[config.mk]
export PLATFORM = sky130hd
export DESIGN_NAME = key_scanner
export DESIGN_NICKNAME = d
export VERILOG_FILES = /design/src/rtl/capiano_pkg.sv /design/src/rtl/key_debouncer.sv /design/src/rtl/key_scanner.sv
export SDC_FILE = /design/constraint.sdc
export NUM_CORES = 1
export LEC_CHECK = 0
export CAP_MARGIN = 20
export CORE_MARGIN = 1.5
export CORE_UTILIZATION = 45
export DETAILED_ROUTE_END_ITERATION = 16
export GPL_TIMING_DRIVEN = 0
export HOLD_SLACK_MARGIN = 0.06
export SLEW_MARGIN = 20
export SYNTH_ARGS = -nofsm -noshare
export SYNTH_HDL_FRONTEND = slang
export SYNTH_SLANG_ARGS = --single-unit
[constraint.sdc]
create_clock -name clk -period 6.63 [get_ports clk]
set_input_delay 0.663 -clock clk [delete_from_list [all_inputs] [get_ports clk]]
set_output_delay 0.663 -clock clk [all_outputs]
set_load 0.03 [all_outputs]
[src/rtl/capiano_pkg.sv]
// Shared scanner state, RGB333 field layout and luma helper for the capiano capture path.
package capiano_pkg;

  typedef enum logic [1:0] {
    ST_IDLE,
    ST_SCAN,
    ST_EVAL,
    ST_UPDATE
  } scan_state_t;

  localparam int unsigned PIX_W  = 9;
  localparam int unsigned R_HI   = 8;
  localparam int unsigned R_LO   = 6;
  localparam int unsigned G_HI   = 5;
  localparam int unsigned G_LO   = 3;
  localparam int unsigned B_HI   = 2;
  localparam int unsigned B_LO   = 0;
  localparam int unsigned LUMA_W = 5;

  // r+g+b of an RGB333 pixel, zero-extended to 5 bits (max 21)
  function automatic logic [LUMA_W-1:0] luma_sum(input logic [PIX_W-1:0] pix);
    return LUMA_W'(pix[R_HI:R_LO]) + LUMA_W'(pix[G_HI:G_LO]) + LUMA_W'(pix[B_HI:B_LO]);
  endfunction

endpackage

[src/rtl/key_debouncer.sv]
// Per-key hysteresis decision and committed pressed state.
// KEY_SCANNER_DEBOUNCE_EN adds a multi-frame agree counter before a state change commits.
module key_debouncer #(
  parameter int unsigned CNT_W           = 14,
  parameter int unsigned COUNT_TH        = 2000,
  parameter int unsigned DEBOUNCE_FRAMES = 3
) (
  input  logic             clk,
  input  logic             rst,
  input  logic [CNT_W-1:0] cnt,
  input  logic             eval,
  output logic             pressed
);

  logic raw_c;

  // Press at the full threshold, release only below half of it
  always_comb begin
    raw_c = pressed;
    if (!pressed && (32'(cnt) >= COUNT_TH))
      raw_c = 1'b1;
    if (pressed && (32'(cnt) < (COUNT_TH >> 1)))
      raw_c = 1'b0;
  end

`ifdef KEY_SCANNER_DEBOUNCE_EN
  localparam int unsigned AGREE_W = (DEBOUNCE_FRAMES > 1) ? $clog2(DEBOUNCE_FRAMES + 1) : 1;

  logic [AGREE_W-1:0] agree;

  always_ff @(posedge clk or posedge rst) begin
    if (rst) begin
      pressed <= 1'b0;
      agree   <= '0;
    end else if (eval) begin
      if (raw_c == pressed) begin
        agree <= '0;
      end else if ((32'(agree) + 1) >= DEBOUNCE_FRAMES) begin
        pressed <= raw_c;
        agree   <= '0;
      end else begin
        agree <= agree + AGREE_W'(1);
      end
    end
  end
`else
  logic unused_debounce;
  assign unused_debounce = ^32'(DEBOUNCE_FRAMES);

  always_ff @(posedge clk or posedge rst) begin
    if (rst)
      pressed <= 1'b0;
    else if (eval)
      pressed <= raw_c;
  end
`endif

endmodule

[src/rtl/key_scanner.sv]
// Counts dark pixels per key region in a horizontal band once per frame and publishes a pressed-key bitmap.
// KEY_SCANNER_DEBOUNCE_EN enables multi-frame debounce inside each key_debouncer.
module key_scanner
  import capiano_pkg::*;
#(
  parameter int unsigned H_RES           = 640,
  parameter int unsigned V_RES           = 480,
  parameter int unsigned KEYS            = 8,
  parameter int unsigned BAND_TOP        = 360,
  parameter int unsigned BAND_BOT        = 479,
  parameter int unsigned LUMA_TH         = 9,
  parameter int unsigned COUNT_TH        = 2000,
  parameter int unsigned DEBOUNCE_FRAMES = 3
) (
  input  logic             clk,
  input  logic             rst,
  input  logic             frame_start,
  input  logic             pix_valid,
  input  logic [PIX_W-1:0] pix_data,
  output logic [KEYS-1:0]  key_mask,
  output logic             key_event,
  output logic [15:0]      debug_out
);

  localparam int unsigned KEY_W = H_RES / KEYS;
  localparam int unsigned CNT_W = $clog2(KEY_W * (BAND_BOT - BAND_TOP + 1) + 1);
  localparam int unsigned X_W   = (H_RES > 1) ? $clog2(H_RES) : 1;
  localparam int unsigned Y_W   = (V_RES > 1) ? $clog2(V_RES) : 1;
  localparam int unsigned SUB_W = (KEY_W > 1) ? $clog2(KEY_W) : 1;
  localparam int unsigned K_W   = (KEYS > 1) ? $clog2(KEYS) : 1;

  localparam logic [X_W-1:0]   X_LAST   = X_W'(H_RES - 1);
  localparam logic [Y_W-1:0]   Y_LAST   = Y_W'(V_RES - 1);
  localparam logic [SUB_W-1:0] SUB_LAST = SUB_W'(KEY_W - 1);
  localparam logic [K_W-1:0]   K_LAST   = K_W'(KEYS - 1);

  scan_state_t      state;
  logic [X_W-1:0]   x;
  logic [Y_W-1:0]   y;
  logic [SUB_W-1:0] sub;
  logic [K_W-1:0]   key;
  logic [K_W-1:0]   eval_idx;
  logic [CNT_W-1:0] cnt [KEYS];
  logic [7:0]       dropped_frames;
  logic [7:0]       frames_done;
  logic [KEYS-1:0]  committed;
  logic [KEYS-1:0]  eval_c;
  logic             in_band_c;
  logic             dark_c;

  assign in_band_c = (32'(y) >= BAND_TOP) && (32'(y) <= BAND_BOT);
  assign dark_c    = 32'(luma_sum(pix_data)) < LUMA_TH;
  assign debug_out = {dropped_frames, frames_done};

  always_ff @(posedge clk or posedge rst) begin
    if (rst) begin
      state          <= ST_IDLE;
      x              <= '0;
      y              <= '0;
      sub            <= '0;
      key            <= '0;
      eval_idx       <= '0;
      key_mask       <= '0;
      key_event      <= 1'b0;
      dropped_frames <= '0;
      frames_done    <= '0;
      for (int i = 0; i < int'(KEYS); i++) cnt[i] <= '0;
    end else begin
      key_event <= 1'b0;
      case (state)
        ST_IDLE: begin
          if (frame_start) begin
            state <= ST_SCAN;
            x     <= '0;
            y     <= '0;
            sub   <= '0;
            key   <= '0;
            for (int i = 0; i < int'(KEYS); i++) cnt[i] <= '0;
          end
        end
        ST_SCAN: begin
          // A new frame_start abandons the partial frame; its pixel is dropped too
          if (frame_start) begin
            dropped_frames <= dropped_frames + 8'd1;
            x              <= '0;
            y              <= '0;
            sub            <= '0;
            key            <= '0;
            for (int i = 0; i < int'(KEYS); i++) cnt[i] <= '0;
          end else if (pix_valid) begin
            if (in_band_c && dark_c)
              cnt[key] <= cnt[key] + CNT_W'(1);
            if (x == X_LAST) begin
              x   <= '0;
              sub <= '0;
              key <= '0;
              if (y == Y_LAST) begin
                state    <= ST_EVAL;
                eval_idx <= '0;
              end else begin
                y <= y + Y_W'(1);
              end
            end else begin
              x <= x + X_W'(1);
              if (sub == SUB_LAST) begin
                sub <= '0;
                key <= key + K_W'(1);
              end else begin
                sub <= sub + SUB_W'(1);
              end
            end
          end
        end
        ST_EVAL: begin
          if (frame_start)
            dropped_frames <= dropped_frames + 8'd1;
          if (eval_idx == K_LAST)
            state <= ST_UPDATE;
          else
            eval_idx <= eval_idx + K_W'(1);
        end
        ST_UPDATE: begin
          if (frame_start)
            dropped_frames <= dropped_frames + 8'd1;
          key_mask    <= committed;
          key_event   <= (committed != key_mask);
          frames_done <= frames_done + 8'd1;
          state       <= ST_IDLE;
        end
        default: state <= ST_IDLE;
      endcase
    end
  end

  // One debouncer per key, strobed in its own EVAL cycle
  for (genvar i = 0; i < int'(KEYS); i++) begin : g_key
    assign eval_c[i] = (state == ST_EVAL) && (eval_idx == K_W'(i));

    key_debouncer #(
      .CNT_W           (CNT_W),
      .COUNT_TH        (COUNT_TH),
      .DEBOUNCE_FRAMES (DEBOUNCE_FRAMES)
    ) u_deb (
      .clk     (clk),
      .rst     (rst),
      .cnt     (cnt[i]),
      .eval    (eval_c[i]),
      .pressed (committed[i])
    );
  end

endmodule

==> metrics.md <==
| Metric | Value |
|---|---|
| Resized cells post-CTS | 0 |
| TritonCTS clock tree | yes |
| Worst max-slew margin expressed relative to the limit | a little under a third |
| Area of the die | between 20000 and 25000 µm² |
| Average detailed-routed wire length per instance | between 20 and 25 µm |
| Register area share after synthesis | slightly below 50% |
| CP required | approximately 7.0 ns |
| Maximum vdd drop | 0.1611 mV |
| Via count of the first global-routing pass | between 7000 and 8000 |
| Initial antenna violation count | 1 |
| First-pass GRT wire length | between 40000 and 50000 µm |
| Type of element capturing the critical path | register |
| GRT Resource Usage Total | between 20% and 30% |
| Pleak | 0.004297 µW |
| Clock Tree Root | clkbuf_16 |
| Initial Util | 46.24% |
| Area after detailed placement | 9829 µm² |
| DR vias/cell | 6.155 |
| Post-Synthesis Net Count | between 800 and 900 |
| Synthesized area | about 9100 µm² |
| Measured slew at the worst slew-check pin | ~1.0 ns |
| Final worst path period share | between 60% and 70% |
| Multi-input gate area in the final layout | approximately 4300 µm² |
| Final design utilization | 52.79% |
| Primary flip-flop cell chosen by synthesis mapping | dfrtp_1 |
| Final Critical Period | around 4.4 ns |
| Post-route design area | between 10000 and 15000 µm² |
| Power consumption | around 3000 µW |
| Number of cell rows | ~50 |
| Cell with the most instances after synthesis | dfrtp_1 |
| Floorplan Core Area | about 20000 µm² |
| Achievable clock frequency | ~230 MHz |
| Number of iterations in the first detailed-routing pass | 5 |
| Final setup violating endpoints | 0 |
| Number of top-level pins | 38 |
| Final ANT Viol Nets | 0 |
| Final global-route overflow total | 0 |
| Endpoints failing hold | 0 |
| Final-layout fill cell count | ~1800 |
| Async S/R FF share, synth | 100.0% |
| Final layout net count | a little over 900 |
| Final weighted congestion of routability-driven global placement | approximately 0.97 |
| Final slew viol count | 0 |
| Area growth syn-to-layout | 14.18% |
| DRC | 0 |
| Postcts setup bufs | 0 |
| Die H | around 150 µm |
| Mean cell area of the mapped netlist | about 11 µm² |
| Power per Cell Area | 289.4 nW/µm² |
| Worst setup path category | input pin to register |
| Number of warnings reported in the yosys synthesis log | 0 |
| Critical path fanouts, max | 10 |
| Clock sink count | 179 |
| Max cap viols | 0 |
| Outcome | finished clean |
| Number of hold buffers added after cts | 0 |
| Clock latency at the later pin of the worst-skew pair | around 0.44 ns |
| Max Root-Sink Buffers | 2 |
| IO Port Bufs | 37 |
| CTS clk-pin slew, worst paths | ~0.060 ns |
| Library cell occupying the most area in the post-synthesis netlist | dfrtp_1 |
| Unrepaired setup endpoints after global routing | false |
| Largest clock skew in the final design | between 0.01 and 0.015 ns |
| Fraction of layout cells with a size suffix above 1 | about 9.7% |
| H-Tree Depth | 4 |
| Area taken by flip-flops and latches | about 4500 µm² |
| Pin count of the biggest net entering global routing | just under 100 |
| Number of synthesized register bits | 179 |
| Number of antenna diodes | 0 |
| Routed Wire Length | 25750 µm |
| Detailed router's first-iteration violation count | roughly 580 |
| Hold Path Class | register to register |
| Gate Count Post-Synth | just over 800 |
| Top cells by area in the synthesized netlist | dfrtp_1, o2bb2ai_1, o21ai_0, nand2_1, ha_1 |
| Number of distinct library cell variants in the gate-level netlist after synthesis | 66 |
| Area share of the largest cell type after synthesis | 49.29% |
| DP Wirelength | about 19000 µm |
| Most frequent cells after synthesis | dfrtp_1, o2bb2ai_1, nand2_1 |
| Final hold slack | roughly 0.48 ns |
| Via total after detailed routing | between 7000 and 8000 |
| CP Data Arrival Time | 4.77 ns |
| Kind of start point of the critical path | input pin |
| Chip width | between 100 and 150 µm |
| TritonCTS buffer count | 17 |
| Number of enable flip-flop cells after synthesis | 0 |
## sequential cells by signal, indices dropped and copies added, names as in the netlist
register / cells
cnt: 112
x: 10
y: 9
dropped_frames: 8
frames_done: 8
g_key.u_deb.pressed: 8
key_mask: 8
sub: 7
eval_idx: 3
key: 3
state: 2
key_event: 1
## worst max-delay path: stages
cell,delay [ns]
clkdlybuf4s50_1,0.44
fa_1,0.49
ha_1,0.24
fa_1,0.44
nor3_1,0.24
o22ai_1,0.13
nor4_1,0.16
o21ai_0,0.25
nor2_1,0.78
nand2_1,0.29
clkbuf_1,0.36
o2bb2ai_1,0.26
## per-stage QoR
step / setup slack (ns) / TNS, ns / std cells
detailed placement: 1.862 / 0 / 1130
global route: 2.138 / 0 / 1162
CTS: 2.317 / 0 / 1162
global placement: -1.102 / -193.58 / 1129
finish: 2.210 / 0 / 1162
floorplan: 1.108 / 0 / 827
## worst paths after layout
path                                               to  slack, ns  cells past startpoint                  startpoint
max reg2reg                       cnt[88]$_DFFE_PP0P_       2.71                     10          key[1]$_DFFE_PP0P_
min                        frames_done[7]$_DFFE_PP0P_       0.48                      1  frames_done[7]$_DFFE_PP0P_
max in group asynchronous         cnt[36]$_DFFE_PP0P_       5.03                      3                         rst
min in group asynchronous  frames_done[7]$_DFFE_PP0P_       0.70                      2                         rst
min reg2reg                frames_done[7]$_DFFE_PP0P_       0.48                      1  frames_done[7]$_DFFE_PP0P_
max                               cnt[37]$_DFFE_PP0P_       2.21                     12                 pix_data[1]
## placed cells by master, fill, tap and decap left out, types with 10 or more instances in the layout
cell and n:
dfrtp_1 179, o2bb2ai_1 106, nand2_1 69, o21ai_0 59
nor2_1 47, clkdlybuf4s50_1 37, clkbuf_1 29, inv_1 27
nand3_1 25, xor2_1 20, ha_1 20, mux2i_1 19
xnor2_1 19, nand4_1 19, a21oi_1 17, mux2_2 17
clkbuf_16 17, nor3_1 15, mux4_2 10
## power by group
group	leakage [µW]	internal [µW]	switching, µW
Sequential	0.00248	1150	62.6
Clock	0.000246	519	434
Combinational	0.00157	258	579
Total	0.00430	1930	1080
## cells by family after synthesis
logic type,Yosys count,synth area share (%)
AO/OA/AOI/OAI,237,19.63
AND/OR/NAND/NOR,227,12.34
flip-flops,179,49.29
buffers and inverters,67,3.235
XOR/XNOR,47,5.191
multiplexers,46,6.678
adder cells (fa/ha/maj),24,3.635
## final cells by class
cell class / count / share of cell area (%)
clock inverters: 11 / 1.025
plain buffers: 38 / 1.785
flip-flops and latches: 179 / 43.17
repair buffers: 38 / 3.835
inverters: 29 / 1.121
well taps: 265 / 3.195
clock buffers: 21 / 4.245
multi-input cells: 581 / 41.63
## routing by layer
metal  global-route usage [%]  part of all wire (%)
met1                    37.71                    47
met2                    38.49                    46
met3                    3.585                   5.1
met4                    8.367                   1.9
met5                        0                     0
Note: power is estimated with default switching activity, not from simulation.
